`config.mk`:
```
export PLATFORM = sky130hd
export DESIGN_NAME = pwm_multi_gen
export DESIGN_NICKNAME = d
export VERILOG_FILES = /design/src/rtl/pwm_pkg.sv /design/src/rtl/pwm_channel.sv /design/src/rtl/pwm_multi_gen.sv
export SDC_FILE = /design/constraint.sdc
export NUM_CORES = 1
export LEC_CHECK = 0
export CAP_MARGIN = 20
export CORE_MARGIN = 10
export CORE_UTILIZATION = 45
export CTS_CLUSTER_DIAMETER = 200
export DETAILED_ROUTE_END_ITERATION = 10
export DONT_BUFFER_PORTS = 1
export PLACE_DENSITY_LB_ADDON = 0.2
export SYNTH_ARGS = -nofsm -noshare
export SYNTH_HDL_FRONTEND = slang
export SYNTH_HIERARCHICAL = 1
export SYNTH_SLANG_ARGS = --single-unit
```
`constraint.sdc`:
```
create_clock -name clk -period 4.1 [get_ports clk]
set_clock_uncertainty 0.1 [all_clocks]
set_input_delay 0.205 -clock clk [delete_from_list [all_inputs] [get_ports clk]]
set_output_delay 0.205 -clock clk [all_outputs]
set_load 0.01 [all_outputs]
```
`src/rtl/pwm_pkg.sv`:
```
// -----------------------------------------------------------------------------
// pwm_pkg
// Shared types for the multi-channel PWM generator.
//   pwm_mode_e : counter shape (edge-aligned sawtooth or center-aligned triangle)
//   pwm_dir_e  : counter direction, only meaningful in center mode
// -----------------------------------------------------------------------------
package pwm_pkg;

  typedef enum logic {
    PWM_EDGE   = 1'b0,
    PWM_CENTER = 1'b1
  } pwm_mode_e;

  typedef enum logic {
    DIR_UP   = 1'b0,
    DIR_DOWN = 1'b1
  } pwm_dir_e;

endpackage

```
`src/rtl/pwm_channel.sv`:
```
// -----------------------------------------------------------------------------
// pwm_channel
// One PWM output: shadow/active duty pair, compare against the shared counter,
// polarity inversion and the output register.
//
// Ports
//   clk       : clock
//   reset     : synchronous, active-low reset
//   enable    : 1 = running, 0 = output parked at its inactive level
//   boundary  : shared counter is at the start of a period this cycle
//   cnt       : shared counter value
//   duty_in   : new duty value for this channel
//   duty_wr   : 1-cycle strobe capturing duty_in into the shadow
//   polarity  : 1 = active-low pin
//   pwm_out   : registered PWM output
// -----------------------------------------------------------------------------
module pwm_channel #(
  parameter int CNT_W = 16
) (
  input  logic             clk,
  input  logic             reset,
  input  logic             enable,
  input  logic             boundary,
  input  logic [CNT_W-1:0] cnt,
  input  logic [CNT_W-1:0] duty_in,
  input  logic             duty_wr,
  input  logic             polarity,
  output logic             pwm_out
);

  logic [CNT_W-1:0] duty_sh_q, duty_sh_d;
  logic [CNT_W-1:0] duty_act_q, duty_act_d;
  logic [CNT_W-1:0] duty_eff;
  logic             raw;
  logic             pwm_q, pwm_d;

  always_comb begin
    duty_sh_d = duty_wr ? duty_in : duty_sh_q;
    // At a boundary the freshly written (or shadowed) duty governs the period
    // that starts right now, so it bypasses the active register.
    duty_eff  = boundary ? duty_sh_d : duty_act_q;
    // While disabled the active copy tracks the shadow so nothing stale is left
    // when the counter restarts.
    duty_act_d = (boundary || !enable) ? duty_sh_d : duty_act_q;
    raw        = (cnt < duty_eff);
    pwm_d      = enable ? (raw ^ polarity) : polarity;
  end

  always_ff @(posedge clk) begin
    if (!reset) begin
      duty_sh_q  <= '0;
      duty_act_q <= '0;
      pwm_q      <= 1'b0;
    end else begin
      duty_sh_q  <= duty_sh_d;
      duty_act_q <= duty_act_d;
      pwm_q      <= pwm_d;
    end
  end

  assign pwm_out = pwm_q;

endmodule

```
`src/rtl/pwm_multi_gen.sv`:
```
// -----------------------------------------------------------------------------
// pwm_multi_gen
// Multi-channel PWM generator with one shared counter. Period, mode and duty
// writes are shadowed and only take effect at a period boundary (counter at 0
// while enabled), so the pins never see a partial period.
//
// Ports
//   clk         : clock
//   reset       : synchronous, active-low reset
//   enable      : 1 = run; 0 = counter held at 0, outputs at inactive level
//   mode_in     : 0 = edge-aligned, 1 = center-aligned (captured by period_wr)
//   period_in   : new period P
//   period_wr   : 1-cycle strobe capturing period_in and mode_in
//   duty_in     : packed duties, channel i in [i*CNT_W +: CNT_W]
//   duty_wr     : per-channel duty strobes
//   polarity    : per-channel output inversion (not shadowed)
//   pwm_out     : registered PWM outputs
//   period_tick : 1-cycle pulse aligned with the first output cycle of a period
// -----------------------------------------------------------------------------
module pwm_multi_gen
  import pwm_pkg::*;
#(
  parameter int NUM_CH         = 4,
  parameter int CNT_W          = 16,
  parameter int DEFAULT_PERIOD = 255
) (
  input  logic                    clk,
  input  logic                    reset,
  input  logic                    enable,
  input  logic                    mode_in,
  input  logic [CNT_W-1:0]        period_in,
  input  logic                    period_wr,
  input  logic [NUM_CH*CNT_W-1:0] duty_in,
  input  logic [NUM_CH-1:0]       duty_wr,
  input  logic [NUM_CH-1:0]       polarity,
  output logic [NUM_CH-1:0]       pwm_out,
  output logic                    period_tick
);

  localparam logic [CNT_W-1:0] DEF_P = CNT_W'(DEFAULT_PERIOD);

  logic [CNT_W-1:0] cnt_q, cnt_d;
  pwm_dir_e         dir_q, dir_d;
  logic [CNT_W-1:0] period_sh_q, period_sh_d;
  logic [CNT_W-1:0] period_act_q, period_act_d;
  logic [CNT_W-1:0] period_eff;
  pwm_mode_e        mode_sh_q, mode_sh_d;
  pwm_mode_e        mode_act_q, mode_act_d;
  pwm_mode_e        mode_eff;
  logic             boundary;
  logic             tick_q;

  always_comb begin
    boundary    = enable && (cnt_q == '0);
    period_sh_d = period_wr ? period_in : period_sh_q;
    mode_sh_d   = period_wr ? pwm_mode_e'(mode_in) : mode_sh_q;

    // Same bypass-on-boundary rule as the channel duties.
    period_eff  = boundary ? period_sh_d : period_act_q;
    mode_eff    = boundary ? mode_sh_d : mode_act_q;

    if (boundary || !enable) begin
      period_act_d = period_sh_d;
      mode_act_d   = mode_sh_d;
    end else begin
      period_act_d = period_act_q;
      mode_act_d   = mode_act_q;
    end

    // Default covers disable and edge mode: counter parked/restarting going up.
    // cnt==0 also always forces up, which covers a mode switch at a boundary.
    cnt_d = '0;
    dir_d = DIR_UP;
    if (enable) begin
      if (mode_eff == PWM_EDGE) begin
        cnt_d = (cnt_q >= period_eff) ? '0 : cnt_q + 1'b1;
      end else if (cnt_q == '0) begin
        cnt_d = (period_eff == '0) ? '0 : CNT_W'(1);
      end else if ((dir_q == DIR_UP) && (cnt_q < period_eff)) begin
        cnt_d = cnt_q + 1'b1;
      end else begin
        // Reached the top (or already descending): count down towards 0.
        cnt_d = cnt_q - 1'b1;
        dir_d = DIR_DOWN;
      end
    end
  end

  always_ff @(posedge clk) begin
    if (!reset) begin
      cnt_q        <= '0;
      dir_q        <= DIR_UP;
      period_sh_q  <= DEF_P;
      period_act_q <= DEF_P;
      mode_sh_q    <= PWM_EDGE;
      mode_act_q   <= PWM_EDGE;
      tick_q       <= 1'b0;
    end else begin
      cnt_q        <= cnt_d;
      dir_q        <= dir_d;
      period_sh_q  <= period_sh_d;
      period_act_q <= period_act_d;
      mode_sh_q    <= mode_sh_d;
      mode_act_q   <= mode_act_d;
      tick_q       <= boundary;
    end
  end

  assign period_tick = tick_q;

  for (genvar gi = 0; gi < NUM_CH; gi++) begin : g_ch
    pwm_channel #(
      .CNT_W(CNT_W)
    ) u_ch (
      .clk     (clk),
      .reset   (reset),
      .enable  (enable),
      .boundary(boundary),
      .cnt     (cnt_q),
      .duty_in (duty_in[gi*CNT_W +: CNT_W]),
      .duty_wr (duty_wr[gi]),
      .polarity(polarity[gi]),
      .pwm_out (pwm_out[gi])
    );
  end

endmodule
```
* Word level (Yosys, flattened, before mapping)
Cells that the tools add are included.
Operators by class: eq/ne operators 0, mux-type cells 22, reduce and logical (&&, ||, !) cells 8, shift operators 0, divide/modulo/power cells 0, bitwise operators 8, add/subtract/negate cells 2, $lt $le $gt $ge 6, $mul 0
Operator list (number):
- 16-bit two-way mux | 14
- 16-bit less-than comparator | 5
- 16-bit zero test | 2
- 16-bit by 1-bit adder with 16-bit output (second input constant) | 1
- 16-bit >= comparator | 1
- 16-bit by 1-bit subtractor with 16-bit output (second input constant) | 1
- 1-bit two-way mux | 8
- 1-bit inverter | 4
- 4-bit OR reduction | 1
- 1-bit bitwise XOR | 4
- 1-bit logical AND | 2
- 2-bit AND reduction | 1
- 1-bit zero test | 1
- 1-bit logical OR | 1
Storage, ports and cells: RAM bits 0, bits in registers 184, output and inout bits 5, word-level logic and storage cells 65, latch bits 0, memory bits (read-only) 0, input port bits 93, memories kept 0

* Logic depth before layout (Yosys ltp)
Gate-level depths: netlist of the first run.
word-level depth 8, mapped depth 18, gate-level depth less buffers 15

* Hierarchy
Netlist of the first run, hierarchy kept.
Modules (own cells, without submodules):
- pwm_channel (g_ch[1].u_ch ...) | times used 2, area each 1702.9 um^2, sequential area each 660.6 um^2, cells an instance 181
- pwm_channel (g_ch[0].u_ch ...) | times used 2, area each 1687.9 um^2, sequential area each 660.6 um^2, cells an instance 180
- pwm_multi_gen | times used 1, area each 3204.3 um^2, sequential area each 1041.0 um^2, cells an instance 381

* Least setup slack after synthesis of the first run
No wires, ideal clock.
kind register -> register, start register cnt_q[0], end register cnt_q[11], data required time 3.879 ns, setup slack 0.305 ns, path buffers 2, period minus slack after synthesis 3.795 ns, arrival 3.575 ns, library setup time 0.121 ns, cell stages (with the launch flop) 17, cells stage by stage dfxtp_1 inv_1 ha_1 nor4b_1 and4_1 nand2_1 buf_2 a21oi_1 ha_1 nand4_1 or3_1 o32ai_2 a21oi_2 o2111ai_4 buf_6 o22ai_1 mux2_2
Between the ends: longest elaborated chain between the ends 8, elaborated cells between the ends (all ways) 13, those cells by class add/sub: 2; order compare: 2; mux: 6; reduce/logical: 3
RTL lines:
- start, declared | line pwm_multi_gen.sv:42 | logic [CNT_W-1:0] cnt_q, cnt_d;
- start signal, assigned | line pwm_multi_gen.sv:99 | cnt_q <= cnt_d;
- 16-bit zero test | line pwm_multi_gen.sv:54, pwm_multi_gen.sv:77
- 1-bit logical AND | line pwm_multi_gen.sv:54 | boundary = enable && (cnt_q == '0);
- 16-bit two-way mux | line pwm_multi_gen.sv:59 | period_eff = boundary ? period_sh_d : period_act_q;
- 16-bit less-than comparator | line pwm_multi_gen.sv:79 | end else if ((dir_q == DIR_UP) && (cnt_q < period_eff)) begin
- 1-bit logical AND | line pwm_multi_gen.sv:79
- 16-bit two-way mux | line pwm_multi_gen.sv:79
- 16-bit two-way mux | line pwm_multi_gen.sv:77 | end else if (cnt_q == '0) begin
- 16-bit two-way mux (*) | line pwm_multi_gen.sv:75 | if (mode_eff == PWM_EDGE) begin
Mark *: on every way between the ends. The rest lies on a longest branch, timed or not. A chain may end at the register's enable or synchronous reset.

* Final worst setup path of the first run
start register cnt_q[0], end register cnt_q[12]
The elaborated chain is that of the path after synthesis.

==> results of run 1 <==
-- power groups by stage --
stage               clock [W]  sequential, W  combinational, W
global placement            0        0.00237           0.00424
floorplan                   0        0.00235           0.00329
CTS                   0.00176        0.00234           0.00456
finish                0.00172        0.00234           0.00459
global route          0.00182        0.00238           0.00525
detailed placement          0        0.00238           0.00432
-- registers in the layout (all words and copies together), names as in the netlist --
register	flops
period_sh_q	16
g_ch.u_ch/duty_sh_q	64
period_act_q	16
dir_q	1
cnt_q	16
period_tick	1
g_ch.u_ch/duty_act_q	64
mode_act_q	1
g_ch.u_ch/pwm_out	4
mode_sh_q	1
-- path summary, 6_finish.rpt --
path                                     end  cells after the start  slack [ps]                        from
setup / recovery                   cnt_q[12]                     16         320                    cnt_q[0]
hold reg to reg   g_ch[1].u_ch/duty_act_q[7]                      1         390  g_ch[1].u_ch/duty_act_q[7]
setup reg to reg                   cnt_q[12]                     16         320                    cnt_q[0]
hold / removal    g_ch[2].u_ch/duty_act_q[9]                      3          20                  duty_wr[2]
-- Yosys cell counts (all sizes together), types with 4 or more instances --
cell type  number
o221ai          6
o221a           4
a21o            5
ha             79
a21oi          39
nor4           12
dfxtp         184
a211o           4
o211a          73
o21ai          89
nor2           28
and3            5
nor3           13
o21a            7
clkbuf         42
or4b            4
a211oi         13
nand4          16
or3             5
nor2b          76
and2            4
buf            26
nor3b           5
a31oi           6
inv            11
o21bai          4
nand3          10
a41oi           5
nor4b           8
nand2b         15
o211ai          6
nand2         180
mux2i          85
-- layout make-up --
cell class	instances	area (um^2)	share of cell area [%]
multi-input cells	840	5970	47.7
flip-flops and latches	184	3680	29.4
clock buffers	18	439	3.51
inverters	11	42.5	0.340
repair buffers	190	1870	14.9
well taps	280	350	2.80
clock inverters	14	168	1.34
diodes	1	2.50	0.0200
-- metal layers --
layer | track usage (%) | vias up | routed length, um
met5 | 0 | - | 0
li1 | - | 4307 | -
met3 | 3.57 | 18 | 1000
met1 | 23.5 | 3992 | 12400
met2 | 29.9 | 139 | 12400
met4 | 4.69 | 0 | 360
-- per-stage QoR --
step / instances / utilization, % / total power, W / hold WS [ps]
after floorplan: 1103 / - / 0.00565 / 233
after global placement: 1346 / 47.1 / 0.00660 / 210
after detailed placement: 1346 / 47.1 / 0.00669 / 213
after CTS: 1537 / 57.3 / 0.00866 / 0.686
after global routing: 1538 / 57.4 / 0.00945 / 15.8
final: 1538 / 57.4 / 0.00865 / 17.9
-- critical path, cell delays in order (launching register included) --
cell and delay, ps:
dfxtp_1 310, inv_1 110, ha_1 190, nor4b_4 280
nand4_4 240, buf_4 260, nor2_1 110, a21oi_1 60
ha_1 320, nand4_1 150, or3_1 390, o32ai_2 230
a21oi_2 100, o2111ai_4 310, buf_4 220, a2bb2oi_1 170
a22oi_1 100
-- cell families after synthesis --
family / Yosys count / share of synthesized area [%]
fa+ha+maj: 79 / 9.90
compound gates: 286 / 21.1
flops: 184 / 36.9
simple gates: 389 / 20.0
buf+inv: 79 / 3.51
mux: 86 / 8.63
-- timing repair --
action                                  in CTS  in global routing
hold buffers                               159                  0
gates resized for setup                      0                  6
endpoints found under the setup margin       0                 14
hold endpoints to repair                   167                  0
==> results.yml, run 1 <==
routing:
  ant_nets: 0
  vias_per_cell: 5.50
  route.detailed.drc: 0
  vias: 8456
  firstDrtPassIters: 7
  drt_wl_total_um: 26200
  drt_iter0_drc: 522
  wl_per_cell_um: 17.0
sta:
  tns_ps: 0
  hold_viol_final: 0
  setup_viol: 0
  max_freq_mhz: 265
  rsz0062_at_grt: "no"
  slew-limit-headroom_pct: 35.0
  maxSlewViolCount: 0
  setup_ws_ps: 325
  fin_crit_ps: 3780
  tightest_slew_ps: 972
  min_period_over_period_pct: 92.1
floorplan:
  die_h_um: 169
  dieWidth_um: 169
  num_rows: 54
  core_um2: 21800
  dieArea_um2: 28500
  io_pins: 98
  start_util_pct: 45.8
yosys:
  synthDistinctLibCells: 69
  async_flop_share_pct: 0
  synth_ff_type: "dfxtp_1"
  synthCells: 1103
  ys_seq_elements: 184
  yosys-top-cells-area: "dfxtp_1 (37%), ha_1 (9.9%), mux2i_1 (8.5%)"
  syn_area_um2: 9990
  synth_nets: 1275
  yosysWarningCount: 6
  synth_top_area_share_pct: 36.9
  synth_seq_area_share_pct: 36.9
  syn_avg_cell_area_um2: 9.05
  yosysTopAreaCell: "dfxtp_1"
  synth-edff-count: 0
placement:
  dpl_cell_area_um2: 10300
  io_buffers: 0
  dpl.hpwl_um: 16900
  pre_cts_ws_ps: 244
  gp_congestion: 0.897
pwr:
  ir_worst_vdd_mv: 0.360
  pwr-share-clk_pct: 19.9
  p_int_w: 0.00504
  p_per_area_nw_per_um2: 691
  combPwrFrac_pct: 53.1
  swShare_pct: 41.8
  leakagePower_nw: 5.85
  seqPwrFrac_pct: 27.0
  p_switching_w: 0.00361
final_layout:
  fin_nets: 1416
  final_cell_mix: "dfxtp_1 (184), nand2_1 (179), dlygate4sd3_1 (158)"
  layout_commonest_cell: "dfxtp_1"
  drive_gt1_share_pct: 7.08
  design_area_um2: 12500
  final.fill_count: 1918
  area_growth_pct: 25.4
min_path:
  hold_class: "input pin to flip-flop"
global_routing:
  grt_max_degree: 172
  grt_remaining_overflow: 0
  antenna_found_initial: 1
  grt_pass1_wl_um: 43000
  track_usage_pct: 18.1
  grt_pass1_vias: 8305
clock_tree:
  cts_tree: "done"
  post_cts_buffers: 0
  clk-insertion-delay-late_ps: 430
  clock_sinks: 184
  clk_path_buf_depth: 2
  numCtsBuffers: 17
  cts_htree_levels: 4
  clk_pin_slew_ps: 70
  cts_root_buf: "clkbuf_16"
worst_setup_path:
  critPathKind: "flip-flop to flip-flop"
  required_ps: 4290
  crit_path_end_kind: "flip-flop"
  crit_fanout: 10
  startpoint_type: "flip-flop"
  critPathArrivalTime_ps: 3970
status:
  outcome: "completed"
flow_run:
  maxCapViolations: 0
No activity file was read; power rests on OpenSTA's default activity.
==> run 2, diff against run 1 <==
- CORE_UTILIZATION: 45 -> 60
- SYNTH_HIERARCHICAL: 1 -> unset
==> results.yml, run 2 <==
status:
  outcome: "completed"
worst_setup_path:
  required_ps: 4370
  crit_path_end_kind: "flip-flop"
  reg2reg_depth: 16
  critPathKind: "flip-flop to flip-flop"
  critPathArrivalTime_ps: 4160
  crit_start: "cnt_q[0]"
  startpoint_type: "flip-flop"
  crit_fanout: 85
  rr_startpoint: "cnt_q[0]"
yosys:
  synthXorXnorAreaFrac_pct: 0.721
  synth-edff-count: 0
  synth_nets: 1331
  synthDistinctLibCells: 57
  synth_fa_ha_area_share_pct: 10.2
  syn_area_um2: 9710
  syn_avg_cell_area_um2: 8.38
  synth_simple_gate_area_share_pct: 22.1
  synth_ff_type: "dfxtp_1"
  async_flop_share_pct: 0
  synth_top_family_by_area: "simple AND/OR/NAND/NOR gates"
  yosys-top-cells-area: "dfxtp_1 (38%), ha_1 (10%), nor2_1 (9.3%)"
  synth_seq_area_share_pct: 37.9
  synth_mux_area_share_pct: 9.36
  yosysTopAreaCell: "dfxtp_1"
  synth_top_area_share_pct: 37.9
  ys_seq_elements: 184
  synthCells: 1159
  synth_most_common_cell: "nor2_1"
  synthTopCellsByCount: "nor2_1 (240), dfxtp_1 (184), a21oi_1 (171)"
  synth_compound_area_share_pct: 16.0
  yosysWarningCount: 0
floorplan:
  dieArea_um2: 21700
  io_pins: 98
  dieWidth_um: 147
  core_um2: 15900
  num_rows: 46
  start_util_pct: 61.1
  die_h_um: 147
pwr:
  leakagePower_nw: 5.17
  p_switching_w: 0.00140
  seqPwrFrac_pct: 41.6
  combPwrFrac_pct: 21.7
  p_per_area_nw_per_um2: 414
  p_int_w: 0.00343
  pwr-share-clk_pct: 36.7
  power.total_w: 0.00483
  swShare_pct: 29.0
  ir_worst_vdd_mv: 0.367
flow_run:
  maxCapViolations: 0
min_path:
  hold_depth: 2
  hold_class: "input pin to flip-flop"
  min_from: "period_in[15]"
sta:
  fin_crit_ps: 3890
  maxSlewViolCount: 0
  rsz0062_at_grt: "no"
  max_freq_mhz: 257
  setup_viol: 0
  min_period_over_period_pct: 94.8
  worst_hold_slack_ps: 12.9
  slew-limit-headroom_pct: 40.1
  tightest_slew_ps: 895
  hold_viol_final: 0
  tns_ps: 0
  setup_ws_ps: 213
clock_tree:
  numCtsBuffers: 17
  cts_htree_levels: 4
  clk_path_buf_depth: 2
  clock_sinks: 184
  clk_pin_slew_ps: 70
  clk-insertion-delay-late_ps: 440
  cts_tree: "done"
  cts_root_buf: "clkbuf_16"
global_routing:
  antenna_found_initial: 1
  track_usage_pct: 24.4
  grt_pass1_vias: 8680
  grt_pass1_wl_um: 43700
  grt_remaining_overflow: 0
  grt_max_degree: 161
final_layout:
  fin_nets: 1411
  final_cell_mix: "nor2_1 (240), dfxtp_1 (184), a21oi_1 (171)"
  drive_gt1_share_pct: 6.24
  layout_commonest_cell: "nor2_1"
  utilization_pct: 73.4
  top_regs: "g_ch.u_ch.duty_act_q x64, g_ch.u_ch.duty_sh_q x64"
  area_growth_pct: 20.1
routing:
  drt_iter0_drc: 699
  route.detailed.drc: 0
  ant_nets: 0
  vias_per_cell: 5.90
  wl_per_cell_um: 18.2
  firstDrtPassIters: 5
  drt_wl_total_um: 26700
  vias: 8654
placement:
  gp_congestion: 0.888
  io_buffers: 0
  dpl.hpwl_um: 16100
  pre_cts_ws_ps: 320
run 2: path summary, 6_finish.rpt:
path,slack [ps],endpoint
setup / recovery,210,cnt_q[2]
hold / removal,10,period_sh_q[15]
setup reg to reg,210,cnt_q[2]
hold reg to reg,370,g_ch[3].u_ch.duty_act_q[13]
run 2: power groups by stage:
stage	clock network, W	logic, W	registers, W
global placement	0	0.000857	0.00204
finish	0.00177	0.00105	0.00201
detailed placement	0	0.000882	0.00205
global route	0.00184	0.00118	0.00203
floorplan	0	0.000739	0.00203
CTS	0.00178	0.00103	0.00201
run 2: metrics by stage:
stage / cell area, um^2 / instances
finish: 11700 / 1468
floorplan: 9710 / 1159
detailed placement: 9850 / 1320
CTS: 11700 / 1467
global route: 11700 / 1468
global placement: 9850 / 1320
run 2: what timing repair did:
item                       4_1_cts  5_1_grt
gates resized for setup          0        3
setup buffers                    0        0
hold buffers                   116        0
hold endpoints to repair       166        0
setup endpoints to repair        0        7
run 2: kinds of logic after synthesis:
group | count (synthesis)
muxes | 90
buffers and inverters | 86
xor gates and xnor gates | 8
DFF | 184
and+or+nand+nor | 450
AOI/OAI and AO/OA | 262
adders and majority gates | 79
run 2: area by class of cell:
type | count | area, um^2
multi-input combinational | 889 | 5680
tap | 216 | 270
clock buffer | 20 | 457
timing repair buffer | 140 | 1370
inverter | 7 | 26.3
antenna | 1 | 2.50
fill | 1208 | 4220
clock inverter | 11 | 170
sequential | 184 | 3680
run 2: critical path: stages, from the launching register on:
cell and delay, ps:
dfxtp_1 310, inv_1 150, ha_1 180, nor4b_1 270, nand4_1 250, buf_12 290
nor2_1 140, a21oi_1 50, ha_1 310, a211oi_1 250, o21ai_0 170, o2111ai_1 160
nand3_1 130, buf_4 180, or3_4 490, o22a_1 200, a21oi_1 150
run 2: layer usage:
layer | global-route usage [%] | up-vias | wire (um)
li1 | - | 4238 | -
met3 | 5.71 | 53 | 1570
met2 | 41.8 | 256 | 13200
met5 | 0 | - | 0
met4 | 8.33 | 0 | 612
met1 | 29.3 | 4107 | 11300
==> run 3, diff against run 2 <==
- CORE_UTILIZATION: 60 -> 58
- clock period: 4.1 -> 3.4 ns (I/O delays scaled with it)
==> results.yml, run 3 (same netlist as run 2, synthesis figures left out) <==
floorplan:
  dieWidth_um: 149
  num_rows: 47
  die_h_um: 149
  io_pins: 98
  core_um2: 16500
  start_util_pct: 58.8
  dieArea_um2: 22300
final_layout:
  fin_nets: 1460
  final.fill_count: 1172
  regArea_um2: 3690
  multi_input_area_um2: 5850
  drive_gt1_share_pct: 9.07
  area_growth_pct: 27.0
  final_cell_mix: "nor2_1 (238), dfxtp_1 (181), a21oi_1 (169)"
  layout_commonest_cell: "nor2_1"
  final_cells: 1524
  top_regs: "g_ch.u_ch.duty_act_q x64, g_ch.u_ch.duty_sh_q x64"
routing:
  firstDrtPassIters: 5
  ant_nets: 0
  vias: 8843
  wl_per_cell_um: 18.2
  drt_iter0_drc: 697
  drt_wl_total_um: 27700
  vias_per_cell: 5.80
  route.detailed.drc: 0
placement:
  gp_congestion: 0.854
  place_inst: 1327
  io_buffers: 0
  dpl.hpwl_um: 16200
sta:
  tightest_slew_ps: 971
  fin_crit_ps: 3500
  hold_viol_final: 0
  setup_viol: 8
  rsz0062_at_grt: "yes"
  max_freq_mhz: 285
  min_period_over_period_pct: 103
  setup_ws_ps: -105
  maxSlewViolCount: 0
  slew-limit-headroom_pct: 35.0
global_routing:
  grt_pass1_wl_um: 44600
  grt_pass1_vias: 8679
  track_usage_pct: 24.7
  grt_remaining_overflow: 0
  antenna_found_initial: 3
  grt_max_degree: 161
pwr:
  pwr-share-clk_pct: 34.4
  p_int_w: 0.00410
  leakagePower_nw: 5.40
  power.total_w: 0.00579
  ir_worst_vdd_mv: 0.381
  seqPwrFrac_pct: 41.9
  p_switching_w: 0.00170
  swShare_pct: 29.3
  combPwrFrac_pct: 23.7
  p_per_area_nw_per_um2: 470
flow_run:
  maxCapViolations: 0
worst_setup_path:
  critPathKind: "flip-flop to flip-flop"
  crit_path_end_kind: "flip-flop"
  crit_fanout: 17
  required_ps: 3620
  startpoint_type: "flip-flop"
  critPathArrivalTime_ps: 3730
clock_tree:
  cts_root_buf: "clkbuf_16"
  clk-insertion-delay-late_ps: 440
  clock_sinks: 184
  clk_path_buf_depth: 2
  cts_tree: "done"
  numCtsBuffers: 17
  clk_pin_slew_ps: 70
  cts_htree_levels: 4
status:
  outcome: "finished with violations"
  violations: "setup timing"
min_path:
  hold_class: "input pin to flip-flop"
## run 3: critical path: stages, from the launching register on
cell	delay, ps
dfxtp_2	340
nor4_4	350
nand4_1	250
buf_4	220
clkbuf_16	170
nor2_2	140
a21oi_2	60
ha_1	280
nand3_1	100
nor3_2	250
nand4_1	200
a2bb2oi_4	250
nor3_4	80
buf_12	160
a22o_1	200
mux2_2	250
## run 3: layout make-up
cell class	instances	area share, %
Clock buffer	21	3.81
Clock inverter	11	0.984
Sequential cell	184	29.9
Tap cell	220	2.23
Inverter	7	0.254
Timing Repair Buffer	189	15.3
Multi-Input combinational cell	889	47.4
Antenna cell	3	0.0609
## run 3: per-layer routing
metal	global-route usage, %	share of wire (%)	routed length [um]
met4	7.41	1.8	494
met2	42.2	50	13800
met3	5.83	6.1	1690
met1	30.2	42	11600
met5	0	0.047	13
## run 3: power by group through the flow
stage,clock network [W],logic (W),registers [W]
3_5_place_dp,0,0.00109,0.00247
4_1_cts,0.00202,0.00131,0.00242
3_3_place_gp,0,0.00107,0.00246
5_1_grt,0.00210,0.00153,0.00245
6_report,0.00199,0.00137,0.00243
2_1_floorplan,0,0.000926,0.00245
## run 3: metrics by stage
stage	hold WS, ps	instance area (um^2)	utilization, %	setup WS [ps]	setup TNS [ps]
5_1_grt	19.1	12300	74.6	-269	-2300
2_1_floorplan	221	9920	-	-91.3	-687
3_3_place_gp	195	10000	60.5	-14.2	-14.2
6_report	16.4	12300	74.6	-105	-376
3_5_place_dp	199	10000	60.5	-40.7	-87.6
4_1_cts	13.7	12200	73.8	46.0	0
## run 3: repair_timing
item                       CTS  global route
hold endpoints to repair   168             0
buffers inserted             1             7
pin swaps                    1             9
hold buffers               155             0
gates resized for setup      2            15
gates cloned                 0             1
setup endpoints to repair    4            16
## run 3: path summary, 6_finish.rpt
check / from / endpoint / slack (ps) / cells past startpoint
hold reg to reg: g_ch[2].u_ch.duty_act_q[5] / g_ch[2].u_ch.duty_act_q[5] / 370 / 2
hold / removal: enable / g_ch[3].u_ch.pwm_out / 20 / 3
setup / recovery: cnt_q[6] / cnt_q[7] / -100 / 15
setup reg to reg: cnt_q[6] / cnt_q[7] / -100 / 15
